[config.mk]
export PLATFORM = sky130hd
export DESIGN_NAME = sprite_capture_writer
export DESIGN_NICKNAME = d
export VERILOG_FILES = /design/src/rtl/sprite_capture_writer.sv
export SDC_FILE = /design/constraint.sdc
export NUM_CORES = 1
export LEC_CHECK = 0
export ABC_AREA = 1
export CAP_MARGIN = 20
export CORE_ASPECT_RATIO = 1.25
export CORE_MARGIN = 3
export CORE_UTILIZATION = 45
export DETAILED_ROUTE_END_ITERATION = 6
export PLACE_DENSITY = 0.72
export SYNTH_ARGS = -nofsm -noshare
export SYNTH_HDL_FRONTEND = slang
export SYNTH_SLANG_ARGS = --single-unit
[constraint.sdc]
create_clock -name pixel_clk_in -period 6.3 [get_ports pixel_clk_in]
set_clock_uncertainty 0.05 [all_clocks]
set_input_delay 0.63 -clock pixel_clk_in [delete_from_list [all_inputs] [get_ports pixel_clk_in]]
set_output_delay 0.63 -clock pixel_clk_in [all_outputs]
set_load 0.005 [all_outputs]
[src/rtl/sprite_capture_writer.sv]
// Captures a WIDTH x HEIGHT window of a live pixel stream into one bank of the sprite BRAM as RGB332 keys.
// Optional build macro SPRITE_CAPTURE_CHROMA_KEY_EN: magenta-ish pixels become transparent key 0x00, real black becomes 0x01.
module sprite_capture_writer #(
  parameter int WIDTH  = 256,
  parameter int HEIGHT = 256,
  localparam int ADDR_W = $clog2(WIDTH * HEIGHT * 2)
) (
  input  logic              pixel_clk_in,
  input  logic              rst_in,
  input  logic              capture_start_in,
  input  logic              bank_in,
  input  logic [10:0]       x_in,
  input  logic [9:0]        y_in,
  input  logic [10:0]       hcount_in,
  input  logic [9:0]        vcount_in,
  input  logic              data_valid_in,
  input  logic [23:0]       pixel_in,
  output logic              busy_out,
  output logic              done_out,
  output logic              partial_out,
  output logic              wr_en_out,
  output logic [ADDR_W-1:0] wr_addr_out,
  output logic [7:0]        wr_data_out
);

  localparam int PIX_TOTAL = WIDTH * HEIGHT;
  localparam int CNT_W     = $clog2(PIX_TOTAL + 1);

  typedef enum logic [1:0] {
    S_IDLE,
    S_ARMED,
    S_CAPTURE,
    S_DONE
  } state_t;

  state_t state_q, state_d;

  logic              bank_q;
  logic [10:0]       x_q;
  logic [9:0]        y_q;
  logic [CNT_W-1:0]  count_q;

  logic              frame_start;
  logic              in_window;
  logic              last_pixel;
  logic              accept;
  logic              start_ok;
  logic              finish_frame;
  logic [11:0]       x_end;
  logic [10:0]       y_end;
  logic [ADDR_W-1:0] addr_calc;
  logic [7:0]        rgb332;
  logic [7:0]        key;

  assign frame_start = data_valid_in && (hcount_in == '0) && (vcount_in == '0);

  // Window end is one bit wider than the origin so a window near the screen edge never wraps.
  assign x_end = {1'b0, x_q} + 12'(WIDTH);
  assign y_end = {1'b0, y_q} + 11'(HEIGHT);

  assign in_window = (hcount_in >= x_q) && ({1'b0, hcount_in} < x_end) &&
                     (vcount_in >= y_q) && ({1'b0, vcount_in} < y_end);

  assign last_pixel = (count_q == CNT_W'(PIX_TOTAL - 1));

  assign addr_calc = (bank_q ? ADDR_W'(PIX_TOTAL) : '0)
                   + ADDR_W'(32'(vcount_in - y_q) * WIDTH)
                   + ADDR_W'(hcount_in - x_q);

  assign rgb332 = {pixel_in[23:21], pixel_in[15:13], pixel_in[7:6]};

`ifdef SPRITE_CAPTURE_CHROMA_KEY_EN
  always_comb begin
    key = rgb332;
    if (pixel_in[23:16] >= 8'hF0 && pixel_in[15:8] <= 8'h0F && pixel_in[7:0] >= 8'hF0) begin
      key = 8'h00;
    end else if (rgb332 == 8'h00) begin
      key = 8'h01;
    end
  end
`else
  logic unused_pixel_bits;
  assign unused_pixel_bits = ^{pixel_in[20:16], pixel_in[12:8], pixel_in[5:0]};
  assign key = rgb332;
`endif

  // NOTE: every signal driven here gets its default first, so no path can leave one unassigned and infer a latch.
  always_comb begin
    state_d      = state_q;
    accept       = 1'b0;
    start_ok     = 1'b0;
    finish_frame = 1'b0;
    unique case (state_q)
      S_IDLE: begin
        if (capture_start_in) begin
          start_ok = 1'b1;
          state_d  = S_ARMED;
        end
      end
      S_ARMED: begin
        // The frame-origin pixel that arms the capture is itself a window candidate.
        if (frame_start) begin
          accept  = in_window;
          state_d = (in_window && last_pixel) ? S_DONE : S_CAPTURE;
        end
      end
      S_CAPTURE: begin
        if (frame_start) begin
          finish_frame = 1'b1;
          state_d      = S_DONE;
        end else if (data_valid_in && in_window) begin
          accept = 1'b1;
          if (last_pixel) state_d = S_DONE;
        end
      end
      S_DONE:  state_d = S_IDLE;
      default: state_d = S_IDLE;
    endcase
  end

  // NOTE: sequential state uses non-blocking assignments so every register samples pre-edge values.
  always_ff @(posedge pixel_clk_in) begin
    if (!rst_in) state_q <= S_IDLE;
    else         state_q <= state_d;
  end

  always_ff @(posedge pixel_clk_in) begin
    if (!rst_in) begin
      bank_q      <= 1'b0;
      x_q         <= '0;
      y_q         <= '0;
      count_q     <= '0;
      partial_out <= 1'b0;
      wr_en_out   <= 1'b0;
      wr_addr_out <= '0;
      wr_data_out <= '0;
    end else begin
      wr_en_out <= accept;
      if (start_ok) begin
        bank_q      <= bank_in;
        x_q         <= x_in;
        y_q         <= y_in;
        count_q     <= '0;
        partial_out <= 1'b0;
      end
      if (accept) begin
        wr_addr_out <= addr_calc;
        wr_data_out <= key;
        count_q     <= count_q + CNT_W'(1);
      end
      // A new frame before the window filled means the window was clipped.
      if (finish_frame) partial_out <= 1'b1;
    end
  end

  assign busy_out = (state_q == S_ARMED) || (state_q == S_CAPTURE);
  assign done_out = (state_q == S_DONE);

endmodule

==> flow_summary_export.csv, run 1 <==
group,metric,value,unit
worst_setup_path,cp_slowest_stage_delay,0.50,ns
timing,tns,0,ns
timing,finalSetupViolCount,0,
logic_synthesis,synth_adder_area_share,15.1,%
clock_network,cts_resized,0,
worst_setup_path,start_kind,"primary input",
logic_synthesis,synth_fp_nets,771,
timing,slew-limit-headroom,49.0,%
worst_setup_path,crit_type,"primary input to register",
clock_network,cts_tree,"done",
grt,grt_pass1_vias,4122,
clock_network,clk_latency,0.33,ns
logic_synthesis,synth_compound_area_share,14.5,%
floorplanning,num_rows,40,
timing,min_period_over_period,67.2,%
finish,layout.nets,844,
power_and_ir_drop,ir_drop,0.000153,V
clock_network,clock_path_buffers,2,
routing,dr.pass1.iters,7,
place,port_buffers,83,
min_path,hold_path_class,"register to register",
power_and_ir_drop,powerDensity,346,nW/µm²
clock_network,root_buffer,"clkbuf_16",
timing,worst_pin_slew,0.763,ns
place,dp_hpwl,8350,µm
worst_setup_path,end_kind,"register",
routing,vias_per_cell,5.14,
grt,antenna_found_initial,0,
outcome,outcome,"finished, final reports clean",
place,dp.cells,835,
timing,finalMaxSlewViolations,0,
finish,fin_util,58.7,%
logic_synthesis,synthSimpleGateAreaFrac,25.3,%
clock_network,path_clk_slew,0.05,ns
floorplanning,boundaryPins,100,
logic_synthesis,postSynthAreaPerCell,7.03,µm²
finish,syn_to_final_growth,25.4,%
logic_synthesis,synth_area,4550,µm²
worst_setup_path,cp.required,6.47,ns
finish,final-instance-count-excl-fill,851,
timing,max_freq,236,MHz
floorplanning,core,9710,µm²
floorplanning,dieArea,11400,µm²
routing,ant_nets,0,
clock_network,clock-sinks,68,
finish,n_antenna_cell,0,
floorplanning,die_w,95.9,µm
routing,route.detailed.drc,0,
floorplanning,initial_core_util,46.8,%
worst_setup_path,slowest_stage,"clkdlybuf4s50_1",
grt,gr-total-overflow,0,
finish,layout-drive-gt1-share,3.86,%
worst_setup_path,cp.arrival,4.41,ns
logic_synthesis,synth_seq_area_share,29.9,%
routing,postRouteWirelength,11100,µm
worst_setup_path,worstPathCellList,"clkdlybuf4s50_1 > inv_1 > ha_1 > fa_1 > inv_1 > nand2_1 > nand2_1 > nand2_2 > inv_1 > a21oi_1 > nor3_1 > nor2_1 > xnor2_1 > ha_1 > inv_1 > fa_1 > o21ai_0 > a21oi_1 > nor2_1 > nor2_1 > xnor2_1 > o21ai_0 > nor2_1",
logic_synthesis,synth_top_family_by_area,"simple AND/OR/NAND/NOR gates",
logic_synthesis,synth_xor_xnor_area_share,5.97,%
routing,via_count,4377,
logic_synthesis,yosys_warnings,0,
routing,drt-initial-drc-count,195,
clock_network,cts_setup_buffers,0,
floorplanning,die_h,118,µm
timing,rsz0062_at_grt,"no",
place,place_congestion,0.911,
routing,avgRoutedWirePerCell,13.0,µm
clock_network,numCtsBuffers,9,
logic_synthesis,synthMuxAreaShare,0,%
logic_synthesis,synth_seq_cells,68,
timing,hold_viol_final,0,
clock_network,cts_hold_buf,0,
grt,grt_use_total,20.1,%
grt,grt_pass1_wl,18500,µm
logic_synthesis,synth_cell_types,34,
timing,fin_crit,4.24,ns
power_and_ir_drop,p_total,1.97,mW
clock_network,htreeDepth,3,
flow_run,maxCapViolCount,0,
grt,grt_max_degree,57,
logic_synthesis,syn_inst,647,
worst_setup_path,crit_fanout,4,
timing,fin_hold_ws,0.404,ns
power_and_ir_drop,power.leakage,2.38,nW
[placed cells by master (no fill, tap or decap), types with 3 or more instances in the layout]
cell             count
nand2_2              3
nor4_1               4
a31oi_1              4
nand3b_1             5
nor3_1               5
ha_1                50
nand2_1             94
nand4_1              9
xnor2_1             12
fa_1                 3
o21bai_1             3
clkinv_2             4
a21oi_1             57
inv_1               79
o21ai_0             54
dfxtp_1             68
clkbuf_16            9
xor2_1              19
nor2_1              95
clkdlybuf4s50_1     83
nand3_1             47
[final timing paths]
kind           startpoint         endpoint  slack (ns)  depth (start not counted)
max          hcount_in[0]  wr_addr_out[15]        2.06                         23
min                y_q[7]           y_q[7]        0.40                          2
max reg2reg        x_q[1]  wr_addr_out[15]        2.59                         22
min reg2reg        y_q[7]           y_q[7]        0.40                          2
[cells by family after synthesis]
group	after synthesis
AND/OR/NAND/NOR	267
AO/OA/AOI/OAI	125
buffers and inverters	103
XOR/XNOR	31
adder cells (fa/ha/maj)	53
flip-flops	68
[worst max-delay path: cells and delay by family]
kind / cells / cell delay [ns]
buffers and inverters: 5 / 0.78
AND/OR/NAND/NOR: 8 / 0.63
XOR/XNOR: 2 / 0.27
adder cells (fa/ha/maj): 4 / 1.41
AO/OA/AOI/OAI: 4 / 0.66
[synthesized netlist by cell type (all sizes together)]
cell type / number / area share [%]
ha: 50 / 14
nand4: 9 / 1.2
a31oi: 4 / 0.55
xnor2: 12 / 2.3
nand3: 49 / 5.6
or2: 1 / 0.14
nand2: 97 / 8.2
xor2: 19 / 3.7
nor3: 5 / 0.55
a21o: 1 / 0.17
clkbuf: 14 / 1.2
o21bai: 3 / 0.50
dfxtp: 68 / 30
nor4: 4 / 0.55
fa: 3 / 1.3
a22oi: 1 / 0.17
buf: 9 / 1.5
o21ai: 57 / 6.4
a21oi: 58 / 6.5
inv: 80 / 6.6
nor2: 97 / 8.2
nand3b: 5 / 0.83
o221a: 1 / 0.25
[sequential cells by signal, summed over array words and instances, names as in the netlist]
name	flops
wr_data_out	8
wr_addr_out	17
partial_out	1
wr_en_out	1
x_q	11
y_q	10
bank_q	1
count_q	17
state_q	2
[where the power goes]
group	switching (mW)	total (mW)	leakage (nW)	internal (mW)
clock	0.188	0.462	0.135	0.274
sequential	0.0247	0.501	0.553	0.476
combinational	0.594	1.01	1.70	0.414
[stage by stage]
step	setup WS [ns]	area (µm²)
detailed placement	1.72	5430
finish	2.06	5700
global placement	1.82	5430
floorplan	2.65	4550
CTS	2.06	5700
global route	1.72	5700
[metal layers]
layer	vias up	share of wire [%]	track usage, %
met5	-	0	0
met4	0	1.9	7.12
met3	16	5.5	3.95
met2	123	46	33.3
met1	1971	46	25.6
li1	2267	-	-
[cell type report]
type	count	area [µm²]
Fill cell	943	4010
Multi-Input combinational cell	476	2770
Sequential cell	68	1360
Timing Repair Buffer	85	846
Inverter	80	300
Clock buffer	11	243
Tap cell	126	158
Clock inverter	5	27.5
(Power assumes the default switching activity.)
==> inputs of run 2 (changes only) <==
--- a/config.mk
+++ b/config.mk
@@ -11,7 +11,7 @@
 export CORE_MARGIN = 3
 export CORE_UTILIZATION = 45
 export DETAILED_ROUTE_END_ITERATION = 6
-export PLACE_DENSITY = 0.72
+export PLACE_DENSITY = 0.75
 export SYNTH_ARGS = -nofsm -noshare
 export SYNTH_HDL_FRONTEND = slang
 export SYNTH_SLANG_ARGS = --single-unit
==> constraint.sdc (replaced) <==
create_clock -name pixel_clk_in -period 3.5 [get_ports pixel_clk_in]
set_clock_uncertainty 0.05 [all_clocks]
set_input_delay 0.35 -clock pixel_clk_in [delete_from_list [all_inputs] [get_ports pixel_clk_in]]
set_output_delay 0.35 -clock pixel_clk_in [all_outputs]
set_load 0.005 [all_outputs]
==> run 2 against run 1 <==
Critical endpoint is now wr_addr_out[16]. Design area is 9.8% higher. Largest cell class unchanged. Final cell count is 6.2% higher. Utilization is 5.8 points higher. First-iteration DRC count is 35% lower. Combinational power is 130% higher. Clock power is 94% higher. Non-clock buffer count is 54 higher. Die area stayed put.
==> flow_summary_export.csv, run 2 (synthesized netlist as in run 1, its figures left out) <==
group,metric,value,unit
timing,hold_viol_final,0,
grt,antenna_found_initial,0,
finish,layout.nets,898,
clock_network,numCtsBuffers,9,
finish,num-fill-cells,855,
timing,finalMaxSlewViolations,0,
routing,avgRoutedWirePerCell,13.3,µm
timing,finalSetupViolCount,0,
timing,fin_crit,3.27,ns
worst_setup_path,cp.arrival,3.44,ns
finish,syn_to_final_growth,37.7,%
routing,route.detailed.drc,0,
clock_network,cts_setup_buffers,0,
finish,mostFrequentLayoutCells,"nor2_1 (95), nand2_1 (94), clkdlybuf4s50_1 (80), inv_1 (77), dfxtp_1 (67)",
timing,max_freq,306,MHz
timing,min_period_over_period,93.3,%
place,dp_hpwl,9060,µm
finish,layout_commonest_cell,"nor2_1",
finish,final-instance-count-excl-fill,904,
floorplanning,boundaryPins,100,
worst_setup_path,slowest_stage,"clkdlybuf4s50_1",
clock_network,clock-sinks,68,
finish,n_antenna_cell,0,
flow_run,maxCapViolCount,0,
timing,slew-limit-headroom,45.5,%
floorplanning,core,9710,µm²
worst_setup_path,end_kind,"register",
power_and_ir_drop,powerDensity,664,nW/µm²
worst_setup_path,crit_type,"primary input to register",
floorplanning,dieArea,11400,µm²
routing,drt-initial-drc-count,126,
min_path,hold_path_class,"register to register",
power_and_ir_drop,p_total,4.16,mW
grt,grt_max_degree,57,
power_and_ir_drop,power.leakage,2.69,nW
clock_network,clk_latency,0.33,ns
routing,ant_nets,0,
floorplanning,initial_core_util,46.8,%
clock_network,cts_hold_buf,0,
timing,worst_pin_slew,0.816,ns
place,dp.cells,889,
finish,fin_util,64.5,%
timing,tns,0,ns
floorplanning,die_h,118,µm
worst_setup_path,cp_slowest_stage_delay,0.45,ns
worst_setup_path,crit_fanout,3,
worst_setup_path,cp.required,3.68,ns
finish,reg_top3,"count_q (17), wr_addr_out (17), x_q (11)",
routing,postRouteWirelength,12000,µm
outcome,outcome,"finished, final reports clean",
clock_network,path_clk_slew,0.06,ns
floorplanning,num_rows,40,
clock_network,clock_path_buffers,2,
finish,layout-drive-gt1-share,12.6,%
routing,vias_per_cell,5.06,
clock_network,htreeDepth,3,
grt,grt_pass1_wl,19400,µm
grt,grt_pass1_vias,4504,
worst_setup_path,worstPathCellList,"clkdlybuf4s50_1 > ha_1 > nand2_1 > nor2_1 > a21oi_2 > nor3_2 > nor2_1 > xnor2_1 > ha_1 > ha_1 > a31oi_2 > buf_4 > o221a_2 > xor2_1 > nand2_1 > nand2_1 > nor2_1",
grt,gr-total-overflow,0,
floorplanning,die_w,95.9,µm
clock_network,cts_tree,"done",
clock_network,root_buffer,"clkbuf_16",
power_and_ir_drop,ir_drop,0.000274,V
place,place_congestion,0.890,
worst_setup_path,start_kind,"primary input",
grt,grt_use_total,21.2,%
routing,via_count,4572,
routing,dr.pass1.iters,4,
place,port_buffers,83,
==> run 2: cell count changes in the layout (fill, tap and decap cells not counted), moves of 3 or more <==
cell,change
a21oi_1,-3
a21oi_2,+3
buf_12,+3
buf_4,+51
clkdlybuf4s50_1,-3
clkinv_2,-3
dlymetal6s2s_1,+3
ha_1,-6
ha_4,+4
o21ai_0,-5
o21ai_1,+4
==> run 2: routing by layer <==
metal  vias to the layer above  routed length (µm)  track usage (%)
met1                      2056                5160             24.7
met5                         -                   0                0
met3                        24                 595             4.46
li1                       2369                   -                -
met4                         0                 354             9.16
met2                       123                5870             36.7
==> run 2: worst max-delay path: cells and delay by family <==
family,cells,cell delay (ns)
buffers and inverters,2,0.59
AOI/OAI and AO/OA,3,0.49
xor gates and xnor gates,2,0.26
and+or+nand+nor,7,0.76
adders and majority gates,3,0.99
==> run 2: path summary, 6_finish.rpt <==
check                    start         endpoint  slack [ns]  depth (start not counted)
setup / recovery  hcount_in[6]  wr_addr_out[16]        0.23                         17
hold / removal          y_q[4]           y_q[4]        0.42                          2
setup reg to reg        x_q[1]  wr_addr_out[15]        0.29                         22
hold reg to reg         y_q[4]           y_q[4]        0.42                          2
==> run 2: per-stage QoR <==
step	worst slack [ns]	hold slack [ns]	cell area, µm²
6_report	0.233	0.417	6260
5_1_grt	-0.0524	0.442	6260
4_1_cts	0.0114	0.413	6180
3_5_place_dp	-0.514	0.405	5870
3_3_place_gp	-0.423	0.397	5870
2_1_floorplan	0.126	0.383	4550
==> run 2: where the power goes <==
part / internal, mW / switching, mW
clock network: 0.565 / 0.330
logic: 1.11 / 1.25
registers: 0.858 / 0.0461
total: 2.53 / 1.62
==> run 2: final cells by class <==
type / instances / area, µm² / share of cell area [%]
Sequential cell: 68 / 1360 / 21.8
Tap cell: 126 / 158 / 2.52
Inverter: 80 / 300 / 4.80
Multi-Input combinational cell: 476 / 2850 / 45.5
Clock buffer: 11 / 243 / 3.88
Clock inverter: 4 / 50.0 / 0.799
Timing Repair Buffer: 139 / 1300 / 20.7
==> run 2: repair_timing <==
item | CTS | global route
endpoints found under the hold margin | 0 | 0
gates resized for setup | 6 | 19
setup endpoints to repair | 3 | 6
pin swaps | 1 | 8
